<file path="config.mk">
export PLATFORM = sky130hd
export DESIGN_NAME = reorder_buffer_flat
export DESIGN_NICKNAME = d
export VERILOG_FILES = /design/src/rtl/rob_pkg.sv /design/src/rtl/reorder_buffer_if.sv /design/src/rtl/rob_slot.sv /design/src/rtl/reorder_buffer.sv /design/src/flat_wrapper.sv
export SDC_FILE = /design/constraint.sdc
export NUM_CORES = 1
export LEC_CHECK = 0
export CORE_UTILIZATION = 45
export DETAILED_ROUTE_END_ITERATION = 8
export GPL_TIMING_DRIVEN = 0
export HOLD_SLACK_MARGIN = 0.05
export PLACE_DENSITY = 0.59
export SLEW_MARGIN = 20
export SYNTH_ARGS = -nofsm -noshare
export SYNTH_HDL_FRONTEND = slang
export SYNTH_HIERARCHICAL = 1
export SYNTH_SLANG_ARGS = --single-unit
export TNS_END_PERCENT = 10
</file>
<file path="constraint.sdc">
create_clock -name clk -period 8.97 [get_ports clk]
set_clock_uncertainty 0.15 [all_clocks]
set_input_delay 0.897 -clock clk [delete_from_list [all_inputs] [get_ports clk]]
set_output_delay 0.897 -clock clk [all_outputs]
set_load 0.1 [all_outputs]
</file>
<file path="src/rtl/rob_pkg.sv">
// Shared definitions for the reorder buffer.
// Entry state encoding and destination field position.
package rob_pkg;

   localparam logic [1:0] ST_FREE = 2'd0;
   localparam logic [1:0] ST_WAIT = 2'd1;
   localparam logic [1:0] ST_DONE = 2'd2;

   localparam int DEST_LSB = 7;
   localparam int DEST_MSB = 11;

endpackage

</file>
<file path="src/rtl/reorder_buffer_if.sv">
// Allocation, CDB, flush, commit and status bundle.
// The ROB sits on the slave side.
interface reorder_buffer_if #(
   parameter int DEPTH   = 8,
   parameter int DATA_W  = 32,
   parameter int TAG_W   = 4,
   parameter int INSTR_W = 32
);

   localparam int PTR_W = $clog2(DEPTH);

   logic               alloc_valid;
   logic               alloc_ready;
   logic [INSTR_W-1:0] alloc_instr;
   logic [TAG_W-1:0]   alloc_tag;
   logic [PTR_W-1:0]   alloc_idx;
   logic               cdb_valid;
   logic [TAG_W-1:0]   cdb_tag;
   logic [DATA_W-1:0]  cdb_value;
   logic               flush;
   logic               commit_valid;
   logic               commit_we;
   logic [4:0]         commit_dest;
   logic [DATA_W-1:0]  commit_value;
   logic               full;
   logic               empty;
   logic [PTR_W:0]     count;

   modport master (
      output alloc_valid, alloc_instr, alloc_tag,
      output cdb_valid, cdb_tag, cdb_value, flush,
      input  alloc_ready, alloc_idx,
      input  commit_valid, commit_we,
      input  commit_dest, commit_value,
      input  full, empty, count
   );

   modport slave (
      input  alloc_valid, alloc_instr, alloc_tag,
      input  cdb_valid, cdb_tag, cdb_value, flush,
      output alloc_ready, alloc_idx,
      output commit_valid, commit_we,
      output commit_dest, commit_value,
      output full, empty, count
   );

endinterface

</file>
<file path="src/rtl/rob_slot.sv">
// One reorder buffer entry: state, instr, tag, value.
// Snoops the CDB and captures on a tag match while waiting.
module rob_slot
   import rob_pkg::*;
#(
   parameter int DATA_W  = 32,
   parameter int TAG_W   = 4,
   parameter int INSTR_W = 32
) (
   input  logic               clk,
   input  logic               rst,
   input  logic               alloc_we,
   input  logic [INSTR_W-1:0] alloc_instr,
   input  logic [TAG_W-1:0]   alloc_tag,
   input  logic               cdb_valid,
   input  logic [TAG_W-1:0]   cdb_tag,
   input  logic [DATA_W-1:0]  cdb_value,
   input  logic               clear,
   output logic [1:0]         state,
   output logic [TAG_W-1:0]   tag,
   output logic [DATA_W-1:0]  value,
   output logic [4:0]         dest
);

   logic [1:0]         state_q;
   logic [INSTR_W-1:0] instr_q;
   logic [TAG_W-1:0]   tag_q;
   logic [DATA_W-1:0]  value_q;
   logic               match;
   logic               instr_unused;

   assign match = cdb_valid
               && (state_q == ST_WAIT)
               && (tag_q == cdb_tag);

   // Entry lifecycle; clear wins so a retiring bypass entry frees.
   always_ff @(posedge clk or posedge rst) begin
      if (rst) begin
         state_q <= ST_FREE;
         instr_q <= '0;
         tag_q   <= '0;
         value_q <= '0;
      end else if (clear) begin
         state_q <= ST_FREE;
         instr_q <= '0;
         tag_q   <= '0;
         value_q <= '0;
      end else if (alloc_we) begin
         state_q <= ST_WAIT;
         instr_q <= alloc_instr;
         tag_q   <= alloc_tag;
         value_q <= '0;
      end else if (match) begin
         state_q <= ST_DONE;
         value_q <= cdb_value;
      end
   end

   assign state = state_q;
   assign tag   = tag_q;
   assign value = value_q;
   assign dest  = instr_q[DEST_MSB:DEST_LSB];

   assign instr_unused = ^{instr_q[INSTR_W-1:DEST_MSB+1],
                           instr_q[DEST_LSB-1:0]};

endmodule

</file>
<file path="src/rtl/reorder_buffer.sv">
// Circular reorder buffer with CDB capture and in-order commit.
// Head/tail/count and commit muxing; entries live in rob_slot.
module reorder_buffer
   import rob_pkg::*;
#(
   parameter int DEPTH   = 8,
   parameter int DATA_W  = 32,
   parameter int TAG_W   = 4,
   parameter int INSTR_W = 32
) (
   input  logic             clk,
   input  logic             rst,
   reorder_buffer_if.slave  bus
);

   localparam int PTR_W = $clog2(DEPTH);
   localparam logic [PTR_W:0] CNT_MAX = (PTR_W+1)'(DEPTH);

   logic [PTR_W-1:0]  head;
   logic [PTR_W-1:0]  tail;
   logic [PTR_W:0]    cnt;

   logic [1:0]        st  [DEPTH];
   logic [TAG_W-1:0]  tg  [DEPTH];
   logic [DATA_W-1:0] val [DEPTH];
   logic [4:0]        dst [DEPTH];
   logic [DEPTH-1:0]  wr;
   logic [DEPTH-1:0]  clr;

   logic              full;
   logic              bypass;
   logic              commit_fire;
   logic              alloc_fire;
   logic [4:0]        c_dest;
   logic [DATA_W-1:0] c_value;

   assign full = (cnt == CNT_MAX);

   // Head retirement decision, CDB bypass and output gating.
   always_comb begin
      bypass      = 1'b0;
      commit_fire = 1'b0;
      c_dest      = '0;
      c_value     = '0;
      bypass = (st[head] == ST_WAIT)
            && bus.cdb_valid
            && (tg[head] == bus.cdb_tag);
      commit_fire = ((st[head] == ST_DONE) || bypass)
                 && !bus.flush;
      if (commit_fire) begin
         c_dest  = dst[head];
         c_value = bypass ? bus.cdb_value : val[head];
      end
   end

   assign alloc_fire = bus.alloc_valid && !full && !bus.flush;

   for (genvar i = 0; i < DEPTH; i++) begin : g_slot
      assign wr[i]  = alloc_fire && (tail == PTR_W'(i));
      assign clr[i] = bus.flush
                   || (commit_fire && (head == PTR_W'(i)));

      rob_slot #(
         .DATA_W  (DATA_W),
         .TAG_W   (TAG_W),
         .INSTR_W (INSTR_W)
      ) u_slot (
         .clk         (clk),
         .rst         (rst),
         .alloc_we    (wr[i]),
         .alloc_instr (bus.alloc_instr),
         .alloc_tag   (bus.alloc_tag),
         .cdb_valid   (bus.cdb_valid),
         .cdb_tag     (bus.cdb_tag),
         .cdb_value   (bus.cdb_value),
         .clear       (clr[i]),
         .state       (st[i]),
         .tag         (tg[i]),
         .value       (val[i]),
         .dest        (dst[i])
      );
   end

   // Pointers and occupancy; flush returns to the reset layout.
   always_ff @(posedge clk or posedge rst) begin
      if (rst) begin
         head <= '0;
         tail <= '0;
         cnt  <= '0;
      end else if (bus.flush) begin
         head <= '0;
         tail <= '0;
         cnt  <= '0;
      end else begin
         if (commit_fire) head <= head + 1'b1;
         if (alloc_fire)  tail <= tail + 1'b1;
         cnt <= cnt
              + (PTR_W+1)'(alloc_fire)
              - (PTR_W+1)'(commit_fire);
      end
   end

   assign bus.alloc_ready  = !full;
   assign bus.alloc_idx    = tail;
   assign bus.commit_valid = commit_fire;
   assign bus.commit_we    = commit_fire && (c_dest != 5'd0);
   assign bus.commit_dest  = c_dest;
   assign bus.commit_value = c_value;
   assign bus.full         = full;
   assign bus.empty        = (cnt == '0);
   assign bus.count        = cnt;

endmodule

</file>
<file path="src/flat_wrapper.sv">
// flat-port wrapper written by rule: the top's interface ports become plain ports
module reorder_buffer_flat import rob_pkg::*;
#(
   parameter int DEPTH   = 8,
   parameter int DATA_W  = 32,
   parameter int TAG_W   = 4,
   parameter int INSTR_W = 32
)
  (clk, rst, bus_alloc_valid, bus_alloc_instr, bus_alloc_tag, bus_cdb_valid, bus_cdb_tag, bus_cdb_value, bus_flush, bus_alloc_ready, bus_alloc_idx, bus_commit_valid, bus_commit_we, bus_commit_dest, bus_commit_value, bus_full, bus_empty, bus_count);
  reorder_buffer_if #(.DEPTH(DEPTH), .DATA_W(DATA_W), .TAG_W(TAG_W), .INSTR_W(INSTR_W)) bus_i ();
  input  logic clk;
  input  logic rst;
  input wire logic [$bits(bus_i.alloc_valid)-1:0] bus_alloc_valid;
  input wire logic [$bits(bus_i.alloc_instr)-1:0] bus_alloc_instr;
  input wire logic [$bits(bus_i.alloc_tag)-1:0] bus_alloc_tag;
  input wire logic [$bits(bus_i.cdb_valid)-1:0] bus_cdb_valid;
  input wire logic [$bits(bus_i.cdb_tag)-1:0] bus_cdb_tag;
  input wire logic [$bits(bus_i.cdb_value)-1:0] bus_cdb_value;
  input wire logic [$bits(bus_i.flush)-1:0] bus_flush;
  output wire logic [$bits(bus_i.alloc_ready)-1:0] bus_alloc_ready;
  output wire logic [$bits(bus_i.alloc_idx)-1:0] bus_alloc_idx;
  output wire logic [$bits(bus_i.commit_valid)-1:0] bus_commit_valid;
  output wire logic [$bits(bus_i.commit_we)-1:0] bus_commit_we;
  output wire logic [$bits(bus_i.commit_dest)-1:0] bus_commit_dest;
  output wire logic [$bits(bus_i.commit_value)-1:0] bus_commit_value;
  output wire logic [$bits(bus_i.full)-1:0] bus_full;
  output wire logic [$bits(bus_i.empty)-1:0] bus_empty;
  output wire logic [$bits(bus_i.count)-1:0] bus_count;
  assign bus_i.alloc_valid = bus_alloc_valid;
  assign bus_i.alloc_instr = bus_alloc_instr;
  assign bus_i.alloc_tag = bus_alloc_tag;
  assign bus_i.cdb_valid = bus_cdb_valid;
  assign bus_i.cdb_tag = bus_cdb_tag;
  assign bus_i.cdb_value = bus_cdb_value;
  assign bus_i.flush = bus_flush;
  assign bus_alloc_ready = bus_i.alloc_ready;
  assign bus_alloc_idx = bus_i.alloc_idx;
  assign bus_commit_valid = bus_i.commit_valid;
  assign bus_commit_we = bus_i.commit_we;
  assign bus_commit_dest = bus_i.commit_dest;
  assign bus_commit_value = bus_i.commit_value;
  assign bus_full = bus_i.full;
  assign bus_empty = bus_i.empty;
  assign bus_count = bus_i.count;
  reorder_buffer #(.DEPTH(DEPTH), .DATA_W(DATA_W), .TAG_W(TAG_W), .INSTR_W(INSTR_W)) u_core (.clk(clk), .rst(rst), .bus(bus_i));
endmodule
</file>
# [Word level (Yosys, flattened, before mapping)]
# Cells that the tools add are included.
[op_classes] bitwise_logic=1 n_addsub=4 n_lt_le_gt_ge=1 n_mux=100 reduce_logical=71 n_eq_ne=34
[ops] cell="$mux 32" count=28
[ops] cell="$mux 12" count=16
[ops] cell="$bmux 32 s3" count=1
[ops] cell="$mux 4" count=19
[ops] cell="$mux 2" count=26
[ops] cell="$logic_and 1x1->1" count=38
[ops] cell="$eq 4x4->1" count=9
[ops] cell="$eq 3x3->1 const B" count=8
[ops] cell="$reduce_bool 3->1" count=8
[ops] cell="$reduce_bool 2->1" count=10
[ops] cell="$eq 2x1->1 const B" count=9
[ops] cell="$bmux 5 s3" count=1
[ops] cell="$mux 5" count=3
[ops] cell="$bmux 4 s3" count=1
[ops] cell="$eq 3x2->1 const B" count=4
[ops] cell="$mux 3" count=4
[ops] cell="$logic_or 1x1->1" count=9
[ops] cell="$add 3x1->3 const B" count=2
[ops] cell="$bmux 2 s3" count=1
[ops] cell="$eq 3x1->1 const B" count=2
[ops] cell="$logic_not 3->1" count=2
[ops] cell="$reduce_bool 5->1" count=1
[ops] cell="$add 4x1->4" count=1
[ops] cell="$eq 4x4->1 const B" count=1
[ops] cell="other kinds (6)" count=7
[totals] word_cells=246 reg_bits=410 input_bits=77 output_inout_bits=49

# [Logic depth before layout (Yosys ltp)]
[depth] word_depth=12 depth_mapped=18

# [Modules after synthesis]
# Netlist, hierarchy kept.
[by_module_without_submodules] mod="rob_slot" area_each_um2=1904.3 n_inst=8 cells_per_inst=192 seq_area_each_um2=1076.0
[by_module_without_submodules] mod="reorder_buffer" area_each_um2=4093.9 n_inst=1 cells_per_inst=451 seq_area_each_um2=250.2

# [Worst setup path after synthesis]
# No wires, ideal clock.
[synth_timing] path_kind="reg-to-output" start="register u_core.head[0]" end="output bus_commit_we" setup_slack_ns=3.626 n_path_buf=5 stages_incl_launch_ff=9 arrival_ns=4.297 cell_sequence="dfrtp_1 buf_4 buf_4 buf_4 buf_2 buf_2 mux4_2 mux2i_1 a311oi_1"
[synth_between] elab_chain_cells=12
[synth_rtl] element="start, declared" line_no="reorder_buffer.sv:19" text="logic [PTR_W-1:0] head;"
[synth_rtl] element="start signal, assigned" line_no="reorder_buffer.sv:95" text="if (commit_fire) head <= head + 1'b1;"
[synth_rtl] element="$not 3->4 (implied by the code) *"
[synth_rtl] element="$bmux 2 s3" line_no="reorder_buffer.sv:45, reorder_buffer.sv:48"
[synth_rtl] element="$mux 2 (implied by the code) (2 in series)" line_no="reorder_buffer.sv:45, reorder_buffer.sv:48"
[synth_rtl] element="$eq 2x1->1" line_no="reorder_buffer.sv:45" text="bypass = (st[head] == ST_WAIT)"
[synth_rtl] element="$logic_and 1x1->1" line_no="reorder_buffer.sv:46" text="&& bus.cdb_valid"
[synth_rtl] element="$logic_and 1x1->1" line_no="reorder_buffer.sv:47" text="&& (tg[head] == bus.cdb_tag);"
[synth_rtl] element="$logic_or 1x1->1" line_no="reorder_buffer.sv:48" text="commit_fire = ((st[head] == ST_DONE) || bypass)"
[synth_rtl] element="$logic_and 1x1->1" line_no="reorder_buffer.sv:49" text="&& !bus.flush;"
[synth_rtl] element="$mux 5" line_no="reorder_buffer.sv:50" text="if (commit_fire) begin"
[synth_rtl] element="$reduce_bool 5->1" line_no="reorder_buffer.sv:106" text="assign bus.commit_we = commit_fire && (c_dest != 5'd0);"
[synth_rtl] element="$logic_and 1x1->1 *" line_no="reorder_buffer.sv:106"
[synth_rtl] element="end, declared" line_no="flat_wrapper.sv:23" text="output wire logic [$bits(bus_i.commit_we)-1:0] bus_commit_we;"
# Every way passes the cells marked *; elsewhere a longest branch is shown, timed or not. The select of a mux whose other input is x is not followed.

# [Worst setup path after layout]
[layout_timing] start="register u_core.head[0]" end="output bus_commit_value[4]"
[layout_between] elab_chain_cells=10
[layout_rtl] element="$not 3->4 (implied by the code) *"
[layout_rtl] element="$bmux 2 s3" line_no="reorder_buffer.sv:45, reorder_buffer.sv:48"
[layout_rtl] element="$mux 2 (implied by the code) (2 in series)" line_no="reorder_buffer.sv:45, reorder_buffer.sv:48"
[layout_rtl] element="$eq 2x1->1" line_no="reorder_buffer.sv:45"
[layout_rtl] element="$logic_and 1x1->1" line_no="reorder_buffer.sv:46"
[layout_rtl] element="$logic_and 1x1->1" line_no="reorder_buffer.sv:47"
[layout_rtl] element="$logic_or 1x1->1" line_no="reorder_buffer.sv:48"
[layout_rtl] element="$logic_and 1x1->1" line_no="reorder_buffer.sv:49"
[layout_rtl] element="$mux 32 *" line_no="reorder_buffer.sv:50"
[layout_rtl] element="end, declared" line_no="flat_wrapper.sv:25" text="output wire logic [$bits(bus_i.commit_value)-1:0] bus_commit_value;"
# Marked as above.

==> qor.txt <==
die area -> 43800 um2
CTS clock-pin slew for the worst setup and hold paths -> 60 ps
gate family responsible for the most delay along the worst path -> buffers and inverters
Antenna Nets Post-Route -> 0
Worst path slowest cell -> clkdlybuf4s50_1
nets -> 2232
Port Buffers -> 97
DRT iter0 DRCs -> 2158
dpl hpwl -> 51200 um
post-CTS sizing -> 0
RePlAce Congestion -> 1.01
Leak -> 9.47 nW
synthesized instance count -> 1987
drt first pass iters -> 8
Max VDD drop -> 128 uV
initial antenna violation count -> 0
CTS H-tree lvls -> 2
R2R Setup Slk -> 4180 ps
crit share post-route -> 0.716
Fillers -> 3841
WS Path Type -> reg2out
Clk Latency, worst-skew pair -> 580 ps
WL/cell -> 26.1 um
clk root buf -> clkbuf_16
synth warn -> 6
die extent in y -> 209 um
hold buffers post-CTS -> 0
outcome -> finished, final reports clean
Final Hold Viols -> 0
post-layout minimum cycle time -> 6420 ps
Max Cap Viol -> 0
Mean Syn Cell Area -> 9.73 um2
critical path, cell by cell -> buf_4 > buf_4 > buf_4 > mux2i_1 > a22oi_1 > a21oi_1 > clkbuf_1 > clkbuf_1 > a32oi_1 > nor2_1 > clkdlybuf4s50_1
Worst path most repeated cell -> buf_4
area occupied by registers -> 8860 um2
ys flop type -> dfrtp_1
Die X -> 209 um
FMAX -> 156 MHz
antenna fix cells -> 0
top fanout value on the critical path -> 10
# rows -> 75
PwrDens -> 179 nW/um2
sequential area share after synthesis -> 0.458
Post-synth EDFFs -> 0
num ports -> 126
synth unique cells -> 42
Initial Utilization -> 0.459
DR vias -> 17.1k
fin. max-slew vios -> 0
fin util -> 0.538
area grow syn2layout -> 17.4%
CP Buf/Inv Count -> 6
CP endpoint kind -> primary output
vias in the first global route -> 16.8k
total gr overflow -> 0
DR vias/cell -> 6.32
share of cells above drive strength 1 -> 0.137
multi-input logic area -> 9310 um2
RSZ-0062 raised after global routing -> false
post-route DRC violation count -> 0
CP Launch Type -> register
mapped cell area -> 19300 um2
core footprint -> 42100 um2
first-pass GRT wire length -> 105000 um
Post-CTS Setup Bufs -> 0
worst slew pin tran -> 1000 ps
Setup TNS -> 0 ps
largest net degree at the start of global routing -> 28
Final setup viols -> 0
max incr delay on CP -> 1210 ps
Clock Path Buffers -> 3
synthesized flop and latch total -> 354
final WL -> 70500 um
clock sinks -> 354
Worst slew margin -> 0.332
Worst Path Arrival -> 5370 ps
required time worst endpoint -> 7920 ps
CTS buffer count -> 42
Syn Nets -> 2083
global-route usage over all layers -> 0.324
Hold WC Path Type -> reg2reg
Post-synth ARST share -> 1.00
CTS tree -> yes
registers in the layout, summed over array words and instances (netlist names):
register / flops
u_core/g_slot.u_slot/instr_q: 40
u_core/head: 3
u_core/g_slot.u_slot/state: 16
u_core/bus.count: 4
u_core/g_slot.u_slot/tag: 32
u_core/bus.alloc_idx: 3
u_core/g_slot.u_slot/value: 256
path summary, 6_finish.rpt:
kind                                                              start                                              to  depth (start not counted)
max in group asynchronous                                           rst   u_core/g_slot[7].u_slot/value[27]$_DFFE_PP0P_                          3
min in group asynchronous                                           rst  u_core/g_slot[2].u_slot/instr_q[9]$_DFFE_PP0N_                          2
hold / removal             u_core/g_slot[6].u_slot/value[6]$_DFFE_PP0P_    u_core/g_slot[6].u_slot/value[6]$_DFFE_PP0P_                          2
hold reg to reg            u_core/g_slot[6].u_slot/value[6]$_DFFE_PP0P_    u_core/g_slot[6].u_slot/value[6]$_DFFE_PP0P_                          2
setup / recovery                             u_core/head[0]$_DFFE_PP0P_                             bus_commit_value[4]                         11
setup reg to reg                             u_core/head[0]$_DFFE_PP0P_   u_core/g_slot[4].u_slot/value[16]$_DFFE_PP0P_                         16
worst min-delay path, cell delays in order (launching register included):
cell	delay (ps)
dfrtp_1	370
nand2_1	60
o21ai_1	50
cells in the mapped netlist (2+ instances only):
library cell / number / area (um2)
nand2_1: 373 / 1400
dfrtp_1: 354 / 8860
nand4_1: 257 / 1610
o21ai_0: 202 / 1010
nor2_1: 112 / 420
mux2i_1: 95 / 951
clkbuf_1: 85 / 319
buf_2: 81 / 405
mux4_2: 78 / 1760
o21ai_1: 64 / 320
inv_1: 33 / 124
xnor2_1: 28 / 245
a21oi_1: 24 / 120
buf_6: 24 / 270
a32oi_1: 23 / 201
nand3_1: 23 / 115
ha_1: 18 / 225
and3_1: 16 / 100
o21a_1: 9 / 67.6
nor2_8: 8 / 160
nor3_1: 8 / 40.0
nor3_2: 8 / 80.1
or3_4: 8 / 90.1
xor2_1: 8 / 70.1
a22oi_1: 7 / 52.6
o31ai_1: 6 / 45.0
a21o_1: 5 / 37.5
buf_1: 5 / 18.8
and2_1: 4 / 25.0
nor2b_1: 4 / 25.0
a211oi_1: 3 / 22.5
buf_4: 3 / 22.5
a22o_1: 2 / 17.5
final cells by class:
class / count / area share
plain buffers: 198 / 0.0457
clock buffers: 64 / 0.0581
clock inverters: 12 / 0.00860
inverters: 34 / 0.00563
multi-input cells: 1401 / 0.410
flip-flops and latches: 354 / 0.391
well taps: 539 / 0.0297
repair buffers: 105 / 0.0515
where the power goes:
group	internal [mW]	switching (mW)	total (mW)
sequential	1.61	0.0144	1.63
combinational	0.144	0.424	0.568
clock	1.16	0.710	1.87
cells by family after synthesis:
| group | Yosys count | share of synthesized area |
|---|---|---|
| xor+xnor | 36 | 0.0163 |
| buf+inv | 232 | 0.0602 |
| simple gates | 823 | 0.211 |
| fa+ha+maj | 19 | 0.0127 |
| mux | 173 | 0.140 |
| flops | 354 | 0.458 |
| compound gates | 350 | 0.101 |
cell usage in the layout, fill, tap and decap left out, types with 6 or more instances in the layout:
master             n
dfrtp_1          354
clkbuf_16         45
mux2i_1           95
nor2_8             8
inv_2              9
xnor2_1           28
buf_2             81
nor3_2             8
buf_6             24
nand3_1           23
inv_1             25
mux4_2            78
and3_1            16
nand2_1          373
clkbuf_8          12
or3_4              8
a22oi_1            7
nor2_1           112
o21ai_0          202
o21ai_1           64
clkbuf_1          92
nor3_1             8
ha_1              18
a32oi_1           23
a21oi_1           24
nand4_1          257
o21a_1             9
xor2_1             8
clkdlybuf4s50_1   97
o31ai_1            6
through the flow:
step                instance area [um2]  std cells  setup WS [ps]  hold slack [ps]  power (mW)
finish                            22700       2707           2550              362        4.06
global route                      22700       2707           2500              378        4.17
CTS                               22700       2707           2770              365        4.08
detailed placement                21200       2631           3240              355        2.22
global placement                  21000       2623           3210              346        2.20
floorplan                         19300       1987           3630              331        2.00
per-layer routing:
| layer | routed length [um] | share of wire | track usage |
|---|---|---|---|
| met4 | 2340 | 0.033 | 0.114 |
| met2 | 32700 | 0.46 | 0.517 |
| met3 | 7040 | 0.10 | 0.0705 |
| met1 | 28500 | 0.40 | 0.437 |
| met5 | 0 | 0 | 0 |
No activity file was read; power rests on OpenSTA's default activity.
